**config.mk**
```make
export PLATFORM = sky130hd
export DESIGN_NAME = cpu_gen2
export DESIGN_NICKNAME = d
export VERILOG_FILES = /design/src/rtl/cpu_gen2_pkg.sv /design/src/rtl/cpu_gen2_alu.sv /design/src/rtl/cpu_gen2.sv
export SDC_FILE = /design/constraint.sdc
export NUM_CORES = 1
export LEC_CHECK = 0
export ABC_CLOCK_PERIOD_IN_PS = 6790
export BUFFER_PORTS_ARGS = -buffer_cell sky130_fd_sc_hd__buf_2
export CAP_MARGIN = 20
export CORE_UTILIZATION = 63
export DETAILED_ROUTE_END_ITERATION = 10
export GPL_TIMING_DRIVEN = 0
export HOLD_SLACK_MARGIN = 0.12
export PLACE_DENSITY = 0.95
export SYNTH_ARGS = -nofsm -noshare
export SYNTH_HDL_FRONTEND = slang
export SYNTH_SLANG_ARGS = --single-unit
```
**constraint.sdc**
```tcl
create_clock -name clk -period 6.79 [get_ports clk]
set_clock_uncertainty 0.2 [all_clocks]
set_input_delay 0.679 -clock clk [delete_from_list [all_inputs] [get_ports clk]]
set_output_delay 0.679 -clock clk [all_outputs]
set_load 0.01 [all_outputs]
```
**src/rtl/cpu_gen2_pkg.sv**
```systemverilog
// Shared types and instruction field positions for the cpu_gen2 accumulator CPU.
package cpu_gen2_pkg;

  typedef enum logic [2:0] {
    OP_ADD    = 3'b000,
    OP_SUB    = 3'b001,
    OP_AND    = 3'b010,
    OP_OR     = 3'b011,
    OP_XOR    = 3'b100,
    OP_PASS_A = 3'b101,
    OP_PASS_B = 3'b110,
    OP_SHL    = 3'b111
  } alu_op_e;

  typedef enum logic [1:0] {
    COND_ALWAYS  = 2'b00,
    COND_ZERO    = 2'b01,
    COND_NEG     = 2'b10,
    COND_NONZERO = 2'b11
  } cond_e;

  // ALU-format instruction field positions
  localparam int unsigned DEST_AR  = 14;
  localparam int unsigned DEST_MR  = 13;
  localparam int unsigned DEST_MEM = 12;
  localparam int unsigned JMP      = 11;
  localparam int unsigned COND_HI  = 10;
  localparam int unsigned COND_LO  = 9;
  localparam int unsigned OP_HI    = 8;
  localparam int unsigned OP_LO    = 6;
  localparam int unsigned ASEL     = 5;
  localparam int unsigned BSEL     = 4;
  localparam int unsigned CONST_HI = 3;

endpackage

```
**src/rtl/cpu_gen2_alu.sv**
```systemverilog
// Combinational ALU for cpu_gen2; all arithmetic wraps modulo 2^WIDTH.
module cpu_gen2_alu
  import cpu_gen2_pkg::*;
#(
  parameter int unsigned WIDTH = 16
) (
  input  logic [WIDTH-1:0] a,
  input  logic [WIDTH-1:0] b,
  input  alu_op_e          op,
  output logic [WIDTH-1:0] y
);

  always_comb begin
    y = '0;
    case (op)
      OP_ADD:    y = a + b;
      OP_SUB:    y = a - b;
      OP_AND:    y = a & b;
      OP_OR:     y = a | b;
      OP_XOR:    y = a ^ b;
      OP_PASS_A: y = a;
      OP_PASS_B: y = b;
      OP_SHL:    y = {a[WIDTH-2:0], 1'b0};
      default:   y = '0;
    endcase
  end

endmodule

```
**src/rtl/cpu_gen2.sv**
```systemverilog
// Single-cycle parametrised accumulator CPU with PC, AR and MR registers.
// Optional stall input enabled by defining CPU_GEN2_STALL_EN.
module cpu_gen2
  import cpu_gen2_pkg::*;
#(
  parameter int unsigned     WIDTH    = 16,
  parameter logic [WIDTH-1:0] RESET_PC = '0
) (
  input  logic             clk,
  input  logic             reset,
`ifdef CPU_GEN2_STALL_EN
  input  logic             stall,
`endif
  input  logic [WIDTH-1:0] instr,
  input  logic [WIDTH-1:0] data,
  output logic             write,
  output logic [WIDTH-1:0] dataAddr,
  output logic [WIDTH-1:0] instrAddr,
  output logic [WIDTH-1:0] result
);

  if (WIDTH < 16) begin : g_width_check
    $error("cpu_gen2: WIDTH must be at least 16");
  end

  logic [WIDTH-1:0] pc, ar, mr;
  logic [WIDTH-1:0] a_val, b_val, alu_y, const_val, pc_next;
  logic             is_const, cond_ok, jump_taken, hold;
  alu_op_e          op;
  cond_e            cond;

`ifdef CPU_GEN2_STALL_EN
  assign hold = stall;
`else
  assign hold = 1'b0;
`endif

  assign is_const  = instr[WIDTH-1];
  assign const_val = {{(WIDTH-4){1'b0}}, instr[CONST_HI:0]};
  assign a_val     = instr[ASEL] ? const_val : ar;
  assign b_val     = instr[BSEL] ? data : mr;
  assign op        = alu_op_e'(instr[OP_HI:OP_LO]);
  assign cond      = cond_e'(instr[COND_HI:COND_LO]);

  cpu_gen2_alu #(.WIDTH(WIDTH)) u_alu (
    .a  (a_val),
    .b  (b_val),
    .op (op),
    .y  (alu_y)
  );

  assign result = is_const ? '0 : alu_y;

  always_comb begin
    cond_ok = 1'b0;
    case (cond)
      COND_ALWAYS:  cond_ok = 1'b1;
      COND_ZERO:    cond_ok = (result == '0);
      COND_NEG:     cond_ok = result[WIDTH-1];
      COND_NONZERO: cond_ok = (result != '0);
      default:      cond_ok = 1'b0;
    endcase
  end

  // Jump target and write address both use the pre-edge MR.
  assign jump_taken = !is_const && instr[JMP] && cond_ok;
  assign pc_next    = jump_taken ? mr : pc + WIDTH'(1);

  assign write     = reset && !hold && !is_const && instr[DEST_MEM];
  assign dataAddr  = mr;
  assign instrAddr = pc;

  always_ff @(posedge clk or negedge reset) begin
    if (!reset) begin
      pc <= RESET_PC;
      ar <= '0;
      mr <= '0;
    end else if (!hold) begin
      pc <= pc_next;
      if (is_const) begin
        mr <= {1'b0, instr[WIDTH-2:0]};
      end else begin
        if (instr[DEST_AR]) ar <= result;
        if (instr[DEST_MR]) mr <= result;
      end
    end
  end

endmodule

```
==> impl_metrics.ini <==
[outcome]
status = complete, no violations

[place]
dpl.hpwl_um = 13800
io_buffer_count = 77
gp_congestion = 1.03

[synth]
synth-main-ff-cell = dfrtp_1
synthCells = 642
ys_warn_count = 0
ys_types = 69
syn-num-nets = 726
synth_edf_count = 0
yosysSeqAreaShare_pct = 22.7
synthesis.area_sq_um = 5300
async_flop_share_pct = 100
ys_ff_latch = 48
syn_avg_cell_area_sq_um = 8.26

[power_and_ir_drop]
power_density_nw_per_um2 = 237
p_clk_share_pct = 13.3
switching_share_pct = 45.4
netSwitchingPower_mw = 0.643
p_int_mw = 0.772
pwr-share-comb_pct = 54.4
pwr-share-seq_pct = 32.2
p_leak_nw = 2.92
ir_worst_vdd_v = 0.000115

[worst_setup_path]
timing.rr.start = dataAddr[1]
cp-start-kind = input port
critPathRequiredTime_ns = 6.80
cp_data_arrival_time_ns = 6.34
end_kind = flip-flop
cp_slowest_cell = a2111oi_1
cpMostUsedCell = clkbuf_2
slowest_delay_ns = 0.67
crit_fanout = 10
r2r_setup_slack_ns = 1.27
path_cells = buf_2, clkbuf_1, clkbuf_2, clkbuf_2, clkbuf_2, nand2_1, o21ai_0, inv_1, ha_1, nand2b_1, a21o_1, a21oi_1, xor2_1, a2111oi_1, nor4bb_1, nand3_1, or4_4, o2111ai_4, buf_12, mux2_4
critical_path_class = in2reg
reg2reg_depth = 17
timing.rr.end = instrAddr[9]

[clock_network]
cts_max_level = 2
ctsLongestPathBuffers = 2
cts.clk_slew.worst_paths_ns = 0.10
clkSinkCount = 48
clk_latency_ns = 0.32
cts_made_buffers = 5
root_buffer = clkbuf_8
cts_tree = yes

[routing]
route.antenna.remaining_nets = 0
drtIter0Drc = 693
drc = 0
routed.top_layer = met4
firstDrtPassIters = 6
wl_met2_um = 8410
routed_wl_um = 18100
vias = 5568
drt-wirelength-per-cell_um = 21.7
vias_per_cell = 6.68
drt-met1-wl_um = 7110
wl_met3_um = 1940

[floorplan]
ios = 83
rows = 33
start_util_pct = 64.9
design.core.area_sq_um = 8180
die_h_um = 93.7
dieArea_sq_um = 8790
fp.dieW_um = 93.7

[grt]
grt_pass1_wl_um = 27400
antenna_found_initial = 0
overflow = 0
grt_max_degree = 50
grt_pass1_vias = 5205
grt_use_total_pct = 40.5

[sta]
hold_ws_ns = 0.317
fin_tns_setup_ns = 0
max_freq_ghz = 0.158
finalCriticalPeriod_ns = 6.34
final-max-slew-violation-count = 0
rsz0062_at_grt = no
max_slew.worst_pin.slew_ns = 1.03
finalCritPeriodShare_pct = 93.3
hold_viol_final = 0
relSlewSlack_pct = 30.7
finalSetupViolCount = 0

[finish]
antennaDiodeCount = 0
register_area_sq_um = 1200
layout_common_cells = buf_2 (78), nand2_1 (56), nor2_1 (53)
final_common_cell = buf_2
drive_gt1_share_pct = 17.1
n_fill_cell = 608
multi_input_area_sq_um = 3790
nets = 812
syn_to_final_growth_pct = 12.4

[min_path]
whs_path_depth = 1
hp-class = reg2reg
holdPathEnd = ar[1]
hold_start = ar[1]

[flow_run]
cap_violations = 0
cell families after synthesis:
kind of cell               Yosys count  synth area share, %
AOI/OAI and AO/OA                  171                 23.0
xor gates and xnor gates            32                 5.29
adders and majority gates           50                 11.9
buffers and inverters               74                 6.02
DFF                                 48                 22.7
muxes                               49                 10.6
and+or+nand+nor                    218                 20.5
state kept, by name (all words and copies together) (netlist names):
signal and cells:
dataAddr 16, instrAddr 16, ar 16
final cells by class:
type / count / share of cell area, %
Buffer: 32 / 2.77
Inverter: 42 / 2.65
Sequential cell: 48 / 20.2
Clock inverter: 2 / 0.252
Tap cell: 105 / 2.20
Multi-Input combinational cell: 520 / 63.6
Timing Repair Buffer: 79 / 6.97
Clock buffer: 6 / 1.39
Yosys cell counts, types with 5 or more instances:
master / count / share of area (%)
a211oi_1: 9 / 1.3
a21o_1: 6 / 0.85
a21oi_1: 30 / 2.8
a22o_1: 14 / 2.3
a22oi_1: 15 / 2.1
a31oi_1: 11 / 1.3
and3_1: 10 / 1.2
clkbuf_1: 24 / 1.7
dfrtp_1: 48 / 23
ha_1: 49 / 12
inv_1: 41 / 2.9
mux2_2: 11 / 2.3
mux2_4: 9 / 2.5
mux2i_1: 28 / 5.3
nand2_1: 56 / 4.0
nand2b_1: 34 / 4.0
nand3_1: 14 / 1.3
nand4_1: 6 / 0.71
nor2_1: 54 / 3.8
nor2b_1: 7 / 0.83
nor3_1: 11 / 1.0
nor4_1: 5 / 0.59
o211ai_1: 7 / 0.99
o21ai_0: 29 / 2.7
xnor2_1: 24 / 4.0
xor2_1: 8 / 1.3
how the worst max path moves through the flow:
| stage | from | to | slack [ns] | cells after the start |
|---|---|---|---|---|
| floorplan | instr[6] | instrAddr[10] | 1.26 | 19 |
| global placement | instr[6] | instrAddr[14] | -0.48 | 19 |
| detailed placement | instr[6] | instrAddr[10] | -0.55 | 19 |
| CTS | instr[6] | instrAddr[10] | 0.08 | 19 |
| global route | instr[6] | instrAddr[9] | 0.14 | 20 |
| finish | instr[6] | instrAddr[9] | 0.45 | 20 |
timing repair:
item / 4_1_cts / 5_1_grt
setup endpoints to repair: 16 / 17
resized for setup: 2 / 6
pin swaps: 0 / 1
hold buffers: 0 / 1
setup buffers: 0 / 0
hold endpoints to repair: 0 / 5
stage by stage:
| stage | power, mW | instances | setup slack (ns) | area, sq um | util [%] |
|---|---|---|---|---|---|
| finish | 1.41 | 834 | 0.453 | 5960 | 72.9 |
| floorplan | 0.951 | 642 | 1.26 | 5300 | - |
| detailed placement | 1.19 | 824 | -0.554 | 5820 | 71.2 |
| global placement | 1.15 | 824 | -0.479 | 5820 | 71.2 |
| CTS | 1.38 | 832 | 0.0814 | 5920 | 72.4 |
| global route | 1.49 | 834 | 0.136 | 5960 | 72.9 |
power by group through the flow:
| stage | clock network [mW] | logic [mW] | registers [mW] |
|---|---|---|---|
| 3_3_place_gp | 0 | 0.701 | 0.446 |
| 2_1_floorplan | 0 | 0.490 | 0.461 |
| 5_1_grt | 0.194 | 0.833 | 0.463 |
| 6_report | 0.189 | 0.770 | 0.456 |
| 3_5_place_dp | 0 | 0.733 | 0.454 |
| 4_1_cts | 0.185 | 0.742 | 0.451 |
routing by layer:
metal / track usage, % / up-vias
met5: 0 / -
met4: 19.1 / 0
met3: 5.26 / 61
met2: 65.1 / 383
met1: 53.6 / 2617
li1: - / 2507
critical path: cells and delay by family:
kind	cells	cell delay [ns]
fa+ha+maj	1	0.29
buf+inv	7	1.79
xor+xnor	1	0.10
simple gates	5	1.42
mux	1	0.32
compound gates	5	1.72
(Power assumes the default switching activity.)
